### src/rtl/mycpu_pkg.sv
// Shared datapath types for the mycpu issue path: instruction layout, opcodes,
// function-unit select codes and the fu_ctrl FSM states.
package mycpu_pkg;

    localparam int unsigned DW    = 16;
    localparam int unsigned NREGS = 8;

    typedef logic [2:0] reg_idx_t;

    typedef enum logic [3:0] {
        OP_NOP = 4'h0,
        OP_ADD = 4'h1,
        OP_SUB = 4'h2,
        OP_AND = 4'h3,
        OP_OR  = 4'h4,
        OP_XOR = 4'h5,
        OP_NOT = 4'h6,
        OP_MOV = 4'h7
    } opcode_t;

    typedef enum logic [2:0] {
        FS_NOP,
        FS_ADD,
        FS_SUB,
        FS_AND,
        FS_OR,
        FS_XOR,
        FS_NOT,
        FS_PASSA
    } fs_t;

    typedef struct packed {
        opcode_t  op;
        reg_idx_t rd;
        reg_idx_t ra;
        reg_idx_t rb;
        reg_idx_t rsvd;
    } instr_t;

    typedef enum logic [1:0] {
        IDLE,
        ISSUE,
        WAIT,
        WB
    } fu_ctrl_state_t;

    // Opcodes without a function-unit mapping still complete, driving FS_NOP.
    function automatic fs_t op2fs(input opcode_t op);
        case (op)
            OP_ADD:  return FS_ADD;
            OP_SUB:  return FS_SUB;
            OP_AND:  return FS_AND;
            OP_OR:   return FS_OR;
            OP_XOR:  return FS_XOR;
            OP_NOT:  return FS_NOT;
            OP_MOV:  return FS_PASSA;
            default: return FS_NOP;
        endcase
    endfunction

endpackage

### src/rtl/fu_ctrl_if.sv
// Instruction handshake, fu operand/result and write-back bundle of fu_ctrl.
// slave = fu_ctrl side, master = fetch/decode plus fu side.
interface fu_ctrl_if;
    import mycpu_pkg::*;

    logic [DW-1:0] instr_in;
    logic          instr_vld;
    logic          instr_rdy;
    logic [DW-1:0] a_out;
    logic [DW-1:0] b_out;
    fs_t           fs_out;
    logic [DW-1:0] f_in;
    logic [1:0]    nz_in;
    logic [1:0]    nz_q;
    logic          wb_vld;
    logic [DW-1:0] wb_data;
    logic          busy;

    modport slave (
        input  instr_in, instr_vld, f_in, nz_in,
        output instr_rdy, a_out, b_out, fs_out, nz_q, wb_vld, wb_data, busy
    );

    modport master (
        output instr_in, instr_vld, f_in, nz_in,
        input  instr_rdy, a_out, b_out, fs_out, nz_q, wb_vld, wb_data, busy
    );

endinterface

### src/rtl/fu_regfile.sv
// 8x16 register file: two combinational read ports, one synchronous write port.
// FU_CTRL_ZERO_R0_EN hardwires R0 to zero.
module fu_regfile
    import mycpu_pkg::*;
(
    input  logic          clk,
    input  logic          rst_n,
    input  reg_idx_t      ra_a_i,
    input  reg_idx_t      ra_b_i,
    output logic [DW-1:0] rd_a_o,
    output logic [DW-1:0] rd_b_o,
    input  logic          we_i,
    input  reg_idx_t      wa_i,
    input  logic [DW-1:0] wd_i
);

    logic [DW-1:0] regs_q [NREGS];

    always_ff @(posedge clk) begin
        if (!rst_n) begin
            for (int unsigned i = 0; i < NREGS; i++) begin
                regs_q[i] <= '0;
            end
        end else if (we_i) begin
`ifdef FU_CTRL_ZERO_R0_EN
            if (wa_i != '0) begin
                regs_q[wa_i] <= wd_i;
            end
`else
            regs_q[wa_i] <= wd_i;
`endif
        end
    end

`ifdef FU_CTRL_ZERO_R0_EN
    assign rd_a_o = (ra_a_i == '0) ? '0 : regs_q[ra_a_i];
    assign rd_b_o = (ra_b_i == '0) ? '0 : regs_q[ra_b_i];
`else
    assign rd_a_o = regs_q[ra_a_i];
    assign rd_b_o = regs_q[ra_b_i];
`endif

endmodule

### src/rtl/fu_ctrl.sv
// Issue controller for fu: accept, read operands, wait FU_LAT cycles, write back.
// Optional build macro: FU_CTRL_ZERO_R0_EN (R0 hardwired to zero, handled in fu_regfile).
module fu_ctrl
    import mycpu_pkg::*;
#(
    parameter int unsigned FU_LAT = 1
) (
    input logic     clk,
    input logic     rst_n,
    fu_ctrl_if.slave bus
);

    localparam logic [2:0] CNT_INIT = 3'(FU_LAT - 1);

    fu_ctrl_state_t state_q;
    instr_t         instr_q;
    logic [2:0]     cnt_q;
    logic [DW-1:0]  a_q, b_q, f_q, wbd_q;
    fs_t            fs_q;
    logic [1:0]     nzc_q, stat_q;
    logic           wbv_q;
    logic [DW-1:0]  rd_a, rd_b;
    logic           unused_rsvd;

    fu_regfile u_regfile (
        .clk    (clk),
        .rst_n  (rst_n),
        .ra_a_i (instr_q.ra),
        .ra_b_i (instr_q.rb),
        .rd_a_o (rd_a),
        .rd_b_o (rd_b),
        .we_i   (state_q == WB),
        .wa_i   (instr_q.rd),
        .wd_i   (f_q)
    );

    // The write-back pulse and status update land on the edge leaving WB,
    // together with the register-file write.
    always_ff @(posedge clk) begin
        if (!rst_n) begin
            state_q <= IDLE;
            instr_q <= '0;
            cnt_q   <= '0;
            a_q     <= '0;
            b_q     <= '0;
            fs_q    <= FS_NOP;
            f_q     <= '0;
            nzc_q   <= '0;
            stat_q  <= '0;
            wbv_q   <= 1'b0;
            wbd_q   <= '0;
        end else begin
            wbv_q <= 1'b0;
            case (state_q)
                IDLE: begin
                    if (bus.instr_vld) begin
                        instr_q <= instr_t'(bus.instr_in);
                        state_q <= ISSUE;
                    end
                end
                ISSUE: begin
                    a_q     <= rd_a;
                    b_q     <= rd_b;
                    fs_q    <= op2fs(instr_q.op);
                    cnt_q   <= CNT_INIT;
                    state_q <= WAIT;
                end
                WAIT: begin
                    if (cnt_q == '0) begin
                        f_q     <= bus.f_in;
                        nzc_q   <= bus.nz_in;
                        state_q <= WB;
                    end else begin
                        cnt_q <= cnt_q - 3'd1;
                    end
                end
                WB: begin
                    stat_q  <= nzc_q;
                    wbv_q   <= 1'b1;
                    wbd_q   <= f_q;
                    fs_q    <= FS_NOP;
                    state_q <= IDLE;
                end
                default: state_q <= IDLE;
            endcase
        end
    end

    assign bus.instr_rdy = (state_q == IDLE);
    assign bus.busy      = (state_q != IDLE);
    assign bus.a_out     = a_q;
    assign bus.b_out     = b_q;
    assign bus.fs_out    = fs_q;
    assign bus.nz_q      = stat_q;
    assign bus.wb_vld    = wbv_q;
    assign bus.wb_data   = wbd_q;
    assign unused_rsvd   = ^instr_q.rsvd;

endmodule
### src/flat_wrapper.sv
// flat-port wrapper written by rule: the top's interface ports become plain ports
module fu_ctrl_flat import mycpu_pkg::*;
#(
    parameter int unsigned FU_LAT = 1
)
  (clk, rst_n, bus_instr_in, bus_instr_vld, bus_f_in, bus_nz_in, bus_instr_rdy, bus_a_out, bus_b_out, bus_fs_out, bus_nz_q, bus_wb_vld, bus_wb_data, bus_busy);
  fu_ctrl_if bus_i ();
  input logic clk;
  input logic rst_n;
  input wire logic [$bits(bus_i.instr_in)-1:0] bus_instr_in;
  input wire logic [$bits(bus_i.instr_vld)-1:0] bus_instr_vld;
  input wire logic [$bits(bus_i.f_in)-1:0] bus_f_in;
  input wire logic [$bits(bus_i.nz_in)-1:0] bus_nz_in;
  output wire logic [$bits(bus_i.instr_rdy)-1:0] bus_instr_rdy;
  output wire logic [$bits(bus_i.a_out)-1:0] bus_a_out;
  output wire logic [$bits(bus_i.b_out)-1:0] bus_b_out;
  output wire logic [$bits(bus_i.fs_out)-1:0] bus_fs_out;
  output wire logic [$bits(bus_i.nz_q)-1:0] bus_nz_q;
  output wire logic [$bits(bus_i.wb_vld)-1:0] bus_wb_vld;
  output wire logic [$bits(bus_i.wb_data)-1:0] bus_wb_data;
  output wire logic [$bits(bus_i.busy)-1:0] bus_busy;
  assign bus_i.instr_in = bus_instr_in;
  assign bus_i.instr_vld = bus_instr_vld;
  assign bus_i.f_in = bus_f_in;
  assign bus_i.nz_in = bus_nz_in;
  assign bus_instr_rdy = bus_i.instr_rdy;
  assign bus_a_out = bus_i.a_out;
  assign bus_b_out = bus_i.b_out;
  assign bus_fs_out = bus_i.fs_out;
  assign bus_nz_q = bus_i.nz_q;
  assign bus_wb_vld = bus_i.wb_vld;
  assign bus_wb_data = bus_i.wb_data;
  assign bus_busy = bus_i.busy;
  fu_ctrl #(.FU_LAT(FU_LAT)) u_core (.clk(clk), .rst_n(rst_n), .bus(bus_i));
endmodule
### config.mk
export PLATFORM = sky130hd
export DESIGN_NAME = fu_ctrl_flat
export DESIGN_NICKNAME = d
export VERILOG_FILES = /design/src/rtl/mycpu_pkg.sv /design/src/rtl/fu_ctrl_if.sv /design/src/rtl/fu_regfile.sv /design/src/rtl/fu_ctrl.sv /design/src/flat_wrapper.sv
export SDC_FILE = /design/constraint.sdc
export NUM_CORES = 1
export LEC_CHECK = 0
export ABC_AREA = 0
export CAP_MARGIN = 5
export CORE_MARGIN = 1.5
export CORE_UTILIZATION = 30
export CTS_BUF_LIST = sky130_fd_sc_hd__clkbuf_4 sky130_fd_sc_hd__clkbuf_8
export CTS_CLUSTER_SIZE = 40
export DETAILED_ROUTE_END_ITERATION = 10
export GPL_TIMING_DRIVEN = 0
export SLEW_MARGIN = 20
export SYNTH_ARGS = -nofsm -noshare
export SYNTH_HDL_FRONTEND = slang
export SYNTH_SLANG_ARGS = --single-unit
export TNS_END_PERCENT = 10
### constraint.sdc
create_clock -name clk -period 6.9 [get_ports clk]
set_clock_uncertainty 0.15 [all_clocks]
set_input_delay 1.035 -clock clk [delete_from_list [all_inputs] [get_ports clk]]
set_output_delay 1.035 -clock clk [all_outputs]
set_load 0.01 [all_outputs]
==> metrics.txt <==
WL final about 29,000 um; Hold WC Path Type flop to flop; RSZ-0062 raised after global routing false; post-synthesis sequential area ratio a little under three fifths; area share of the largest cell type after synthesis 37.7%; die area around 0.035 sq mm; First-pass DRT Iterations 4; area grow syn2layout 22.7%; Leak 0.00437 uW; Routed Antenna Nets 0; CP max stage cell clkdlybuf4s50_1; commonest cells in the synthesized netlist 131 x and2_1, 128 x edfxtp_1, 90 x dfxtp_1, 83 x mux2i_1, 68 x nand2_1; crit end category output port; first-pass GRT wire length around 44,000 um; power per cell area 322 mW/mm^2; worst path cell trace inv_1 -> ha_1 -> inv_1 -> clkdlybuf4s50_1; Async SR Flop Fraction 0%; max incr delay on CP 0.54 ns; Die H 187 um; DRC 0; vias per cell 4.80; Synth cell types 34; Yosys warnings 0; CP Launch Type flop; initial drt markers 459; Reg area ~0.0056 sq mm; Placed Area 0.0117 sq mm; worst skew pair latency around 0.53 ns; grt ovf 0; CTS Buf Count 37; Nets 1,040; fin crit share 44.2%; Worst-Margin Slew 0.831 ns; layout cell share with drive strength beyond 1 16.5%; site row count 67; mapped cell area 0.0102 sq mm; non-filler cells in the finished layout 1,474; top cells by area, synth edfxtp_1 38%, dfxtp_1 18%, mux2i_1 8.1%; core area roughly 0.034 sq mm; R2R cell count 5; CTS H-Tree Depth 2; post_cts resized 0; cell with the most instances after synthesis and2_1; Synth Instances 864; final core utilization 37.3%; Initial Utilization 30.4%; number of clock sinks 218; Post-DP HPWL 21,100 um; r2r setup slk 4.25 ns; post-synth top area cell edfxtp_1; Mean Syn Cell Area ~12 sq um; RD Place Congestion 0.847; CTS tree yes; critical path class flop to output port; crit path to bus_busy; clk buf depth 3; WL/cell between 15 and 20 um; vias 7,075; CTS clk-pin slew, worst paths 0.06 ns; crit path time final 3.05 ns; syn_nets approximately 910; pin count of the biggest net entering global routing 17; Overall Global Routing Usage 16.3%; Multi-input gate area 0.00420 sq mm; Die Width approximately 190 um; fin area 0.0125 sq mm; CTS root buffer clkbuf_8; antenna violations before repair 0; # hold bufs at CTS 0; Fin. Hold Viols 0; Port Buffers 88; Worst EP required 5.71 ns; Post-CTS Setup Inserts 0; number of synthesized flops with an enable pin 128; fmax 0.328 GHz; Max IR drop VDD 123 uV; Worst Setup SP u_core.state_q[0]$_SDFFE_PN0P_; number of global-route vias before repair 7,071; Setup Viol. Count Final 0; Max-cap violations 0; Slew Limit Fails 0; Max-slew headroom between 40 and 50%; #FFs+latches synth 218; RR Endpoint u_core.u_regfile.regs_q[2][11]$_SDFFCE_PN0P_; status finished clean; fill count 3,332; Worst R2R Start u_core.state_q[0]$_SDFFE_PN0P_; main flop type after synthesis edfxtp_1; Setup TNS 0 ns; crit-path most repeated cell inv_1; placed insts 1,406; IO Pins 93; Ant. Diodes 0; arrival time worst endpoint 1.86 ns; CP max FO 5
==> cell type report <==
type                       count  area share (%)
sequential                   218            45.1
inverter                       6           0.180
clock buffer                  59            5.64
tap                          448            4.48
timing repair buffer          94            7.67
multi-input combinational    579            33.6
clock inverter                 9           0.540
buffer                        61            2.79
==> worst min-delay path by stage <==
| stage | endpoint | slack, ns | start | depth (start not counted) |
|---|---|---|---|---|
| finish | u_core.bus.fs_out[2]$_SDFFE_PN0P_ | 0.32 | u_core.bus.fs_out[2]$_SDFFE_PN0P_ | 2 |
| global route | u_core.nzc_q[0]$_SDFFE_PN0P_ | 0.34 | u_core.nzc_q[0]$_SDFFE_PN0P_ | 2 |
| CTS | u_core.nzc_q[0]$_SDFFE_PN0P_ | 0.32 | u_core.nzc_q[0]$_SDFFE_PN0P_ | 2 |
| detailed placement | u_core.nzc_q[0]$_SDFFE_PN0P_ | 0.31 | u_core.nzc_q[0]$_SDFFE_PN0P_ | 2 |
| global placement | u_core.nzc_q[0]$_SDFFE_PN0P_ | 0.30 | u_core.nzc_q[0]$_SDFFE_PN0P_ | 2 |
| floorplan | u_core.nzc_q[0]$_SDFFE_PN0P_ | 0.29 | u_core.nzc_q[0]$_SDFFE_PN0P_ | 2 |
==> registers in the layout (all words and copies together) (netlist names), 3 cells and up <==
signal / cells
u_core.bus.b_out: 16
u_core.bus.a_out: 16
u_core.bus.wb_data: 16
u_core.f_q: 16
u_core.u_regfile.regs_q: 128
u_core.cnt_q: 3
u_core.instr_q: 13
u_core.bus.fs_out: 3
==> cells by family after synthesis <==
kind of cell             count (synthesis)  share of synthesized area [%]
multiplexers                           147                           15.2
AO/OA/AOI/OAI                          174                           11.3
AND/OR/NAND/NOR                        252                           13.7
flip-flops                             218                           55.4
adder cells (fa/ha/maj)                  6                          0.736
buffers and inverters                   67                           3.64
==> per-layer routing <==
layer	global-route usage (%)	vias up	part of all wire, %
li1	-	3407	-
met1	22.2	3396	46
met2	26.5	238	47
met3	2.74	34	5.9
met4	4.58	0	1.7
met5	0	-	0
==> per-stage QoR <==
step	hold slack (ns)	power, uW	setup slack, ns
4_1_cts	0.319	4050	3.81
2_1_floorplan	0.293	2300	3.52
3_5_place_dp	0.312	2850	3.78
3_3_place_gp	0.300	2830	2.65
6_report	0.323	4020	3.85
5_1_grt	0.341	4220	3.73
==> where the power goes <==
group,total [uW],internal (uW),leakage (uW),switching [uW]
clock,1200,686,0.000412,517
sequential,1680,1540,0.00206,146
combinational,1140,499,0.00190,638
total,4020,2720,0.00437,1300
==> cells in the final DEF, fill, tap and decap left out, types with 2 or more instances in the layout <==
cell type,n
o22ai_1,19
o221ai_1,13
nor2_1,9
nand2b_1,10
clkinv_2,3
clkbuf_2,4
a221o_1,19
nor3_2,2
o21ai_0,31
inv_1,6
dfxtp_1,90
clkbuf_4,17
a22oi_1,13
clkbuf_1,35
clkbuf_8,42
buf_8,8
o21ai_1,2
buf_4,5
buf_2,7
buf_6,5
clkdlybuf4s50_1,88
mux2i_1,83
a21boi_0,31
edfxtp_1,128
a21oi_1,38
buf_1,2
nor2_2,2
o21ai_2,6
mux2_2,64
nand2_1,68
clkinv_1,4
nor2b_1,24
nand3b_1,4
ha_1,6
and2_1,131
==> worst max-delay path, delay by kind of cell (launching register included) <==
kind | cells | cell delay, ns
adder cells (fa/ha/maj) | 1 | 0.25
buffers and inverters | 3 | 0.71
flip-flops | 1 | 0.38
Note: power is estimated with default switching activity, not from simulation.
